--- src/rtl/tz_pkg.sv ---
`default_nettype none
// +----------------------------------------------------------------------+
// | tz_pkg: shared types for the trailing-zero grant scheduler  rev 1.0   |
// +----------------------------------------------------------------------+
package tz_pkg;

  typedef enum logic [0:0] {
    ST_IDLE  = 1'b0,
    ST_SERVE = 1'b1
  } sched_state_t;

endpackage : tz_pkg
`default_nettype wire

--- src/rtl/tzeros.sv ---
`default_nettype none
// +----------------------------------------------------------------------+
// | tzeros: trailing-zero counter, yields DATA_WIDTH for zero input  r1.0 |
// +----------------------------------------------------------------------+
module tzeros #(
  parameter int DATA_WIDTH = 8
) (
  input  logic [DATA_WIDTH-1:0]         din,
  output logic [$clog2(DATA_WIDTH):0]   dout
);

  localparam int CNT_W = $clog2(DATA_WIDTH) + 1;

  // Scan from the top down so the lowest set bit is the one that sticks.
  always_comb begin
    dout = CNT_W'(DATA_WIDTH);
    for (int i = DATA_WIDTH - 1; i >= 0; i--) begin
      if (din[i]) begin
        dout = CNT_W'(i);
      end
    end
  end

endmodule : tzeros
`default_nettype wire

--- src/rtl/tz_grant_scheduler.sv ---
`default_nettype none
// +----------------------------------------------------------------------+
// | tz_grant_scheduler: one grant per handshake, lowest pending bit  r1.0 |
// +----------------------------------------------------------------------+
module tz_grant_scheduler
  import tz_pkg::*;
#(
  parameter int DATA_WIDTH = 8
) (
  input  logic                            clk,
  input  logic                            rst_n,
  input  logic                            req_valid,
  input  logic [DATA_WIDTH-1:0]           req_bits,
  output logic                            req_ready,
  output logic                            grant_valid,
  input  logic                            grant_ready,
  output logic [$clog2(DATA_WIDTH)-1:0]   grant_idx,
  output logic                            grant_last,
  input  logic                            flush,
  output logic                            busy
);

  localparam int IDX_W = $clog2(DATA_WIDTH);

  sched_state_t            state;
  logic [DATA_WIDTH-1:0]   pending;
  logic [DATA_WIDTH-1:0]   pending_rest;
  logic [IDX_W:0]          tz_count;
  logic                    serving;
  logic                    single_bit;

  tzeros #(
    .DATA_WIDTH (DATA_WIDTH)
  ) u_tzeros (
    .din  (pending),
    .dout (tz_count)
  );

  // Clearing the lowest set bit is exactly clearing bit grant_idx.
  assign pending_rest = pending & (pending - DATA_WIDTH'(1));
  assign single_bit   = (pending_rest == '0);
  assign serving      = (state == ST_SERVE);

  assign req_ready   = !serving;
  assign busy        = serving;
  assign grant_valid = serving;
  assign grant_idx   = serving ? tz_count[IDX_W-1:0] : '0;
  assign grant_last  = serving & single_bit;

  always_ff @(posedge clk or negedge rst_n) begin
    if (!rst_n) begin
      state   <= ST_IDLE;
      pending <= '0;
    end else begin
      case (state)
        ST_IDLE: begin
          // An all-zero vector is consumed here without ever leaving idle.
          if (req_valid && (req_bits != '0)) begin
            pending <= req_bits;
            state   <= ST_SERVE;
          end
        end
        ST_SERVE: begin
          if (flush) begin
            pending <= '0;
            state   <= ST_IDLE;
          end else if (grant_ready) begin
            pending <= pending_rest;
            if (single_bit) begin
              state <= ST_IDLE;
            end
          end
        end
        default: begin
          state   <= ST_IDLE;
          pending <= '0;
        end
      endcase
    end
  end

endmodule : tz_grant_scheduler
`default_nettype wire

--- config.mk ---
export PLATFORM = sky130hd
export DESIGN_NAME = tz_grant_scheduler
export DESIGN_NICKNAME = d
export VERILOG_FILES = /design/src/rtl/tz_pkg.sv /design/src/rtl/tzeros.sv /design/src/rtl/tz_grant_scheduler.sv
export SDC_FILE = /design/constraint.sdc
export NUM_CORES = 1
export LEC_CHECK = 0
export ABC_CLOCK_PERIOD_IN_PS = 2100
export BUFFER_PORTS_ARGS = -buffer_cell sky130_fd_sc_hd__buf_2
export CORE_ASPECT_RATIO = 0.75
export CORE_UTILIZATION = 26
export CTS_BUF_LIST = sky130_fd_sc_hd__clkbuf_8
export DETAILED_ROUTE_END_ITERATION = 7
export GPL_TIMING_DRIVEN = 1
export PLACE_DENSITY_LB_ADDON = 0.08
export REMOVE_ABC_BUFFERS = 1
export SYNTH_ARGS = -nofsm -noshare
export SYNTH_HDL_FRONTEND = slang
export SYNTH_HIERARCHICAL = 1
export SYNTH_SLANG_ARGS = --single-unit
--- constraint.sdc ---
create_clock -name clk -period 2.1 [get_ports clk]
set_input_delay 0.105 -clock clk [delete_from_list [all_inputs] [get_ports clk]]
set_output_delay 0.105 -clock clk [all_outputs]
set_load 0.02 [all_outputs]
==> results of run 1 <==
routing by layer:
| metal | track usage [%] | wire [um] |
|---|---|---|
| met1 | 21.7 | 895 |
| met2 | 22.0 | 745 |
| met3 | 6.59 | 147 |
| met4 | 8.57 | 53 |
| met5 | 0 | 0 |
state kept, by name, indices dropped and copies added (netlist names):
signal   flops
pending      8
busy         1
layout make-up:
type	count	area share (%)
clock buffer	3	4.86
clock inverter	1	0.442
inverter	3	1.33
multi-input combinational	57	44.8
sequential	9	26.5
tap	34	5.01
timing repair buffer	25	17.1
worst max path at each step:
| stage | from | end | slack (ns) | depth (start not counted) |
|---|---|---|---|---|
| after floorplan | pending[4]$_DFFE_PN0P_ | grant_last | 0.29 | 3 |
| after global placement | pending[5]$_DFFE_PN0P_ | grant_last | 0.24 | 4 |
| after detailed placement | pending[5]$_DFFE_PN0P_ | grant_last | 0.21 | 4 |
| after CTS | pending[4]$_DFFE_PN0P_ | grant_last | 0.03 | 4 |
| after global routing | pending[4]$_DFFE_PN0P_ | grant_last | 0.0005 | 4 |
| final | pending[5]$_DFFE_PN0P_ | grant_last | 0.05 | 4 |
cells in the final DEF (no fill, tap or decap):
master         count
a31oi_2            1
buf_2             18
or3_1              1
a22o_1             7
nand3_1            1
and2_1             3
nor2_1             8
nor2_2             1
a211oi_1           2
o41ai_2            1
a21boi_1           1
nor2b_1            3
o21bai_1           1
o31ai_1            1
nor4_1             5
buf_4              6
clkbuf_8           3
dfrtp_1            9
dlygate4sd3_1      1
nor3_1             2
maj3_1             1
nand2_1            2
o22ai_1            7
nand2b_1           1
inv_1              4
or4_4              2
a21oi_1            2
o21ai_1            3
a21boi_2           1
per-stage QoR:
| step | instance area [um^2] | cells | hold slack, ns | util (%) | power (mW) |
|---|---|---|---|---|---|
| after floorplan | 617 | 69 | -0.191 | - | 0.999 |
| after global placement | 785 | 126 | -0.0220 | 34.0 | 1.29 |
| after detailed placement | 785 | 126 | -0.0259 | 34.0 | 1.28 |
| after CTS | 847 | 132 | 0.0824 | 36.7 | 1.51 |
| after global routing | 850 | 132 | 0.109 | 36.8 | 1.64 |
| final | 850 | 132 | 0.0875 | 36.8 | 1.52 |
what timing repair did:
action,in CTS,in global routing
hold endpoints to repair,9,0
hold buffers,1,0
endpoints found under the setup margin,1,1
pin swaps,0,0
setup buffers,1,0
gates resized for setup,0,1
gates cloned,0,0
critical path: stages, from the launching register on:
cell     delay [ns]
dfrtp_1        0.38
or4_4          0.55
or4_4          0.44
a31oi_2        0.17
buf_4          0.16
report_power, final:
group | leakage [nW] | internal (mW) | switching (mW)
registers | 0.115 | 0.257 | 0.137
logic | 0.244 | 0.421 | 0.492
clock network | 0.0269 | 0.129 | 0.0838
==> reports/metrics.yaml, run 1 <==
drv_cap: 0
rsz0062_at_grt: "no"
core-area_mm2: 0.00231
drv_slew: 0
dieWidth_um: 59.0
synth.avg_cell_area_um2: 8.79
cts_buffers: 3
peakVddDrop_uv: 464
slew_headroom_pct: 64.0
p_leak_nw: 0.385
syn_to_final_growth_pct: 34.2
grt_pass1_vias: 637
ff_latch_area_um2: 225
grt_pass1_wl_um: 2990
viasPerCell: 5.14
finalCritPeriodShare_pct: 97.4
cts_tree: "built"
dp_worst_setup_slack_ns: 0.206
ant_nets: 0
path_class: "reg -> out"
placementRows: 15
setup_viol: 0
cts_max_level: 1
rr_startpoint: "pending[5]$_DFFE_PN0P_"
grt_antenna_before_repair: 0
place.gp.congestion: 0.811
drc: 0
drt_first_pass_iters: 4
clkTransAtPathRegs_ns: 0.05
netlist_area_um2: 633
grt_max_degree: 11
cp-end-kind: "output pin"
setup_slack_ns: 0.0543
worst_setup_path_start_kind: "flop"
dr_total_vias: 678
diodes: 0
tightestPinTransition_ns: 0.537
wl_um: 1840
outcome: "complete, no violations"
p_per_area_mw_per_mm2: 1790
r2r_end: "busy$_DFF_PN0_"
clock_latency_ns: 0.25
regToRegSetupSlack_ns: 0.42
finalNetCount: 112
multi_input_area_um2: 380
cts.sinks: 9
synthCells: 72
drt-wirelength-per-cell_um: 13.9
io_pins: 20
cts_root_buf: "clkbuf_8"
period_minus_slack_ns: 2.05
finalClockSkew_ns: 0.00454
die_y_um: 44.7
worst_hold_path.endpoint: "pending[0]$_DFFE_PN0P_"
grt_overflow: 0
setup_tns_ns: 0
start_util_pct: 27.4
holdPathStages: 3
path_max_fanout: 4
hold_viol: 0
nFillCells: 246
ys_warn_count: 6
r2r_cells: 4
fmax_mhz: 489
die_area_mm2: 0.00264
hold_class: "in -> reg"
cts.path.max_buffers: 2
first_iter_violations: 9
crit_required_ns: 2.00
groute.usage.overall_pct: 16.2
drive_gt1_share_pct: 33.7
critPathArrivalTime_ns: 1.94
detailed_place_hpwl_um: 1330
port_buffers: 19
hold_path_startpoint: "req_bits[0]"
(Power assumes the default switching activity.)
==> inputs of run 2 (changes only) <==
--- a/config.mk
+++ b/config.mk
@@ -6,11 +6,11 @@
 export NUM_CORES = 1
 export LEC_CHECK = 0
 export ABC_CLOCK_PERIOD_IN_PS = 2100
-export BUFFER_PORTS_ARGS = -buffer_cell sky130_fd_sc_hd__buf_2
 export CORE_ASPECT_RATIO = 0.75
 export CORE_UTILIZATION = 26
 export CTS_BUF_LIST = sky130_fd_sc_hd__clkbuf_8
 export DETAILED_ROUTE_END_ITERATION = 7
+export DONT_BUFFER_PORTS = 1
 export GPL_TIMING_DRIVEN = 1
 export PLACE_DENSITY_LB_ADDON = 0.08
 export REMOVE_ABC_BUFFERS = 1
==> run 2 against run 1 <==
Net effect: count of clock-buffer cells in the layout stayed put; global-route usage decreased by 0.10 points; clock power shrank 3%; critical path depth down 1; routed wire length up 6.1%.
==> reports/metrics.yaml, run 2 (synthesis gave the netlist of run 1 again) <==
layout_common_cells: "nor2_1 (8), dfrtp_1 (8), o22ai_1 (7), a22o_1 (7), buf_4 (7)"  # was buf_2 (18), dfrtp_1 (9), nor2_1 (8)
cts.path.max_buffers: 2  # unchanged
path_max_fanout: 4  # unchanged
p_leak_nw: 0.328  # was 0.385 nW
grt_pass1_wl_um: 2970  # was 2990 um
placed_cells: 108  # was 126
largest_register: "pending"  # unchanged
period_minus_slack_ns: 2.01  # was 2.05 ns
finalClockSkew_ns: 0.00291  # was 0.00454 ns
grt-busiest-layer: "met1"  # was met2
cts_tree: "built"  # unchanged
finalCritPeriodShare_pct: 95.7  # was 97.4%
hold_ws_ns: 0.00680  # was 0.0875 ns
die_area_mm2: 0.00264  # unchanged
grt_use_met2_pct: 20.7  # was 22.0%
cp-end-kind: "output pin"  # unchanged
crit_required_ns: 2.00  # about the same
hold_viol: 0  # unchanged
drt_first_pass_iters: 4  # unchanged
grt_util_met1_pct: 23.0  # was 21.7%
groute.usage.overall_pct: 16.1  # was 16.2%
grt_util_met3_pct: 7.45  # was 6.59%
core-area_mm2: 0.00231  # unchanged
ant_nets: 0  # unchanged
cts.sinks: 9  # unchanged
drive_gt1_share_pct: 20.2  # was 33.7%
viasPerCell: 5.54  # was 5.14
detailed_place_hpwl_um: 1350  # was 1330 um
drv_cap: 0  # unchanged
syn_to_final_growth_pct: 27.5  # was 34.2%
io_pins: 20  # unchanged
path_class: "reg -> out"  # unchanged
clock_latency_ns: 0.24  # was 0.25 ns
dr_total_vias: 654  # was 678
drt-wirelength-per-cell_um: 16.6  # was 13.9 um
rsz0062_at_grt: "no"  # unchanged
peakVddDrop_uv: 584  # was 464 uV
setup_tns_ns: 0  # unchanged
first_iter_violations: 29  # was 9
start_util_pct: 27.4  # unchanged
placementRows: 15  # unchanged
dieWidth_um: 59.0  # unchanged
die_y_um: 44.7  # unchanged
place.gp.congestion: 0.774  # was 0.811
cts_root_buf: "clkbuf_8"  # unchanged
worst_setup_path_start_kind: "flop"  # unchanged
grt_antenna_before_repair: 0  # unchanged
hold_class: "in -> reg"  # unchanged
grt_pass1_vias: 588  # was 637
largest_reg_flops: 8  # unchanged
drv_slew: 0  # unchanged
slew_headroom_pct: 63.7  # was 64.0%
grt_max_degree: 11  # unchanged
fmax_mhz: 498  # was 489 MHz
cts_max_level: 1  # unchanged
clkTransAtPathRegs_ns: 0.05  # about the same
final_cells: 118  # was 132
finalNetCount: 98  # was 112
port_buffers: 0  # was 19
diodes: 0  # unchanged
wl_um: 1950  # was 1840 um
grt_overflow: 0  # unchanged
critPathArrivalTime_ns: 1.90  # was 1.94 ns
nFillCells: 241  # was 246
setup_viol: 0  # unchanged
outcome: "complete, no violations"  # unchanged
tightestPinTransition_ns: 0.542  # was 0.537 ns
cts_buffers: 3  # unchanged
drc: 0  # unchanged
p_per_area_mw_per_mm2: 1870  # was 1790 mW/mm^2
-- run 2: cell count changes in the layout (fill, tap and decap cells not counted) --
| cell | change |
|---|---|
| a31oi_2 | -1 |
| a31oi_4 | +1 |
| buf_2 | -18 |
| buf_4 | +1 |
| dfrtp_1 | -1 |
| dfrtp_2 | +1 |
| dlygate4sd3_1 | +3 |
-- run 2: critical path: stages, from the launching register on --
cell     delay, ns
dfrtp_1       0.38
or4_4         0.56
or4_4         0.45
a31oi_4       0.27
-- run 2: path summary, 6_finish.rpt --
kind / startpoint / to / slack (ns) / cells past startpoint
worst max-delay path: pending[0]$_DFFE_PN0P_ / grant_last / 0.09 / 3
worst max register to register: pending[0]$_DFFE_PN0P_ / busy$_DFF_PN0_ / 0.38 / 4
worst min-delay path: req_bits[3] / pending[3]$_DFFE_PN0P_ / 0.007 / 1
min in group asynchronous: rst_n / pending[3]$_DFFE_PN0P_ / 0.25 / 1
worst min register to register: pending[5]$_DFFE_PN0P_ / pending[5]$_DFFE_PN0P_ / 0.67 / 2
max in group asynchronous: rst_n / pending[5]$_DFFE_PN0P_ / 1.52 / 1
-- run 2: what timing repair did --
action | in CTS | in global routing
setup buffers | 0 | 2
hold endpoints to repair | 10 | 2
hold buffers | 2 | 2
pin swaps | 0 | 2
endpoints found under the setup margin | 1 | 1
resized for setup | 1 | 1
-- run 2: metal layers --
layer / routed length, um / share of wire (%) / up-vias
met2: 852 / 44 / 27
met5: 0 / 0 / -
met4: 10 / 0.51 / 0
li1: - / - / 304
met3: 174 / 8.9 / 3
met1: 916 / 47 / 320
-- run 2: power breakdown --
part           internal, mW  total, mW  switching, mW
Clock                 0.128      0.205         0.0769
Sequential            0.259      0.403          0.144
Combinational         0.391      0.904          0.513
Total                 0.777       1.51          0.734
-- run 2: final cells by class --
cell class	count	area [um^2]	share of cell area [%]
clock buffers	3	41.3	5.12
clock inverters	1	3.75	0.465
inverters	3	11.3	1.40
multi-input cells	57	389	48.2
flip-flops and latches	9	226	28.1
well taps	34	42.5	5.27
repair buffers	11	92.6	11.5
-- run 2: metrics by stage --
stage | utilization [%] | cell area, um^2 | power [mW] | setup WS (ns)
floorplan | - | 617 | 0.999 | 0.289
global placement | 30.2 | 697 | 1.23 | 0.253
detailed placement | 30.2 | 697 | 1.22 | 0.233
CTS | 33.4 | 771 | 1.46 | 0.0419
global route | 35.0 | 807 | 1.63 | 0.0301
finish | 35.0 | 807 | 1.51 | 0.0900
==> inputs of run 3 (changes only) <==
--- a/config.mk
+++ b/config.mk
@@ -6,8 +6,7 @@
 export NUM_CORES = 1
 export LEC_CHECK = 0
 export ABC_CLOCK_PERIOD_IN_PS = 2100
-export CORE_ASPECT_RATIO = 0.75
-export CORE_UTILIZATION = 26
+export CORE_UTILIZATION = 43
 export CTS_BUF_LIST = sky130_fd_sc_hd__clkbuf_8
 export DETAILED_ROUTE_END_ITERATION = 7
 export DONT_BUFFER_PORTS = 1
==> run 3 against run 2 <==
Net effect: clock power is 3% lower; register-to-register slack hardly changed; sequential cell count stayed put; utilization is 23 points higher; critical endpoint unchanged; design area is 4.2% lower; combinational power is 4.8% lower; sequential share of layout area is 1.2 points higher.
==> reports/metrics.yaml, run 3 (synthesis gave the netlist of run 1 again) <==
outcome: "complete, no violations"  # unchanged
multi_input_area_um2: 389  # unchanged
path_class: "reg -> out"  # unchanged
grt_pass1_wl_um: 2270  # was 2970 um
finalCritPeriodShare_pct: 97.1  # was 95.7%
final_area_um2: 773  # was 807 um^2
slew_headroom_pct: 66.3  # was 63.7%
diodes: 0  # unchanged
largest_register: "pending"  # unchanged
grt_pass1_vias: 488  # was 588
core-area_mm2: 0.00133  # was 0.00231 mm^2
setup_tns_ns: 0  # unchanged
hold_viol: 0  # unchanged
p_per_area_mw_per_mm2: 1890  # was 1870 mW/mm^2
final_util_pct: 58.0  # was 35.0%
p_leak_nw: 0.323  # was 0.328 nW
ff_latch_area_um2: 226  # unchanged
drt-wirelength-per-cell_um: 16.5  # was 16.6 um
cts_max_level: 1  # unchanged
nFillCells: 127  # was 241
syn_to_final_growth_pct: 22.1  # was 27.5%
cts.path.max_buffers: 2  # unchanged
start_util_pct: 47.5  # was 27.4%
layout_common_cells: "nor2_1 (8), dfrtp_1 (8), o22ai_1 (7), a22o_1 (7), buf_4 (7)"  # unchanged
grt_overflow: 0  # unchanged
groute.usage.overall_pct: 22.0  # was 16.1%
drv_slew: 0  # unchanged
path_max_fanout: 4  # unchanged
cts_buffers: 3  # unchanged
cp_slowest_cell: "or4_4"  # unchanged
largest_reg_flops: 8  # unchanged
drt_first_pass_iters: 4  # unchanged
finalNetCount: 97  # was 98
first_iter_violations: 14  # was 29
setup_viol: 0  # unchanged
viasPerCell: 6.35  # was 5.54
grt_antenna_before_repair: 0  # unchanged
wl_um: 1610  # was 1950 um
die_y_um: 40.4  # was 44.7 um
critPathMostFrequentCell: "or4_4"  # unchanged
fin_total_pwr_mw: 1.46  # was 1.51 mW
clkTransAtPathRegs_ns: 0.05  # about the same
slowest_delay_ns: 0.56  # about the same
fmax_mhz: 491  # was 498 MHz
worst_setup_path_start_kind: "flop"  # unchanged
crit_required_ns: 2.00  # about the same
period_minus_slack_ns: 2.04  # was 2.01 ns
tightestPinTransition_ns: 0.501  # was 0.542 ns
dr_total_vias: 622  # was 654
cp_top_family: "simple AND/OR/NAND/NOR gates"  # unchanged
cts_root_buf: "clkbuf_8"  # unchanged
io_pins: 20  # unchanged
cp-end-kind: "output pin"  # unchanged
place.gp.congestion: 0.759  # was 0.774
cts_tree: "built"  # unchanged
placed_area_um2: 681  # was 697 um^2
peakVddDrop_uv: 761  # was 584 uV
finalClockSkew_ns: 0.00109  # was 0.00291 ns
rsz0062_at_grt: "no"  # unchanged
dieWidth_um: 40.4  # was 59.0 um
critPathArrivalTime_ns: 1.93  # was 1.90 ns
drc: 0  # unchanged
grt_max_degree: 11  # unchanged
drive_gt1_share_pct: 20.5  # was 20.2%
port_buffers: 0  # unchanged
crit_buf_inv: 0  # unchanged
placementRows: 13  # was 15
die_area_mm2: 0.00163  # was 0.00264 mm^2
ant_nets: 0  # unchanged
clock_latency_ns: 0.23  # was 0.24 ns
drv_cap: 0  # unchanged
worstPathCellList: "or4_4, or4_4, a31oi_4"  # unchanged
detailed_place_hpwl_um: 1140  # was 1350 um
hold_class: "in -> reg"  # unchanged
cts.sinks: 9  # unchanged
hold_ws_ns: 0.00915  # was 0.00680 ns
[run 3: changes by cell type in the layout (fill, tap and decap cells not counted)]
cell,delta
dlygate4sd3_1,-1
[run 3: final cells by class]
cell class                      count  share of cell area, %
Clock inverter                      1                  0.485
Multi-Input combinational cell     57                   50.3
Sequential cell                     9                   29.3
Tap cell                           15                   2.43
Inverter                            3                   1.46
Clock buffer                        3                   5.34
Timing Repair Buffer               10                   10.7
[run 3: per-layer routing]
layer | wire length (um) | share of wire, % | vias to the layer above | GRT usage [%]
li1 | - | - | 301 | -
met1 | 731 | 45 | 277 | 29.8
met2 | 677 | 42 | 42 | 30.2
met3 | 197 | 12 | 2 | 12.2
met4 | 7 | 0.43 | 0 | 5.00
met5 | 0 | 0 | - | 0
[run 3: through the flow]
stage	worst slack (ns)	cells
3_5_place_dp	0.226	90
5_1_grt	0.0174	98
4_1_cts	0.0359	96
2_1_floorplan	0.289	69
3_3_place_gp	0.240	90
6_report	0.0613	98
[run 3: report_power, final]
| part | total [mW] | switching [mW] | leakage (nW) | internal, mW |
|---|---|---|---|---|
| clock | 0.198 | 0.0702 | 0.0269 | 0.127 |
| combinational | 0.861 | 0.473 | 0.183 | 0.388 |
| sequential | 0.406 | 0.147 | 0.113 | 0.259 |
| total | 1.46 | 0.690 | 0.323 | 0.774 |
[run 3: final timing paths]
path                                              from                endpoint  slack (ns)  cells after the start
worst max-delay path            pending[5]$_DFFE_PN0P_              grant_last        0.06                      3
worst min-delay path                       req_bits[4]  pending[4]$_DFFE_PN0P_       0.009                      1
worst max register to register  pending[5]$_DFFE_PN0P_          busy$_DFF_PN0_        0.37                      4
worst min register to register  pending[5]$_DFFE_PN0P_  pending[5]$_DFFE_PN0P_        0.54                      1
max in group asynchronous                        rst_n  pending[5]$_DFFE_PN0P_        1.54                      1
min in group asynchronous                        rst_n  pending[4]$_DFFE_PN0P_        0.24                      1
[run 3: timing repair]
| item | 4_1_cts | 5_1_grt |
|---|---|---|
| buffers inserted | 0 | 1 |
| pin swaps | 0 | 1 |
| endpoints found under the hold margin | 10 | 1 |
| resized for setup | 1 | 1 |
| hold buffers | 2 | 1 |
| setup endpoints to repair | 1 | 1 |
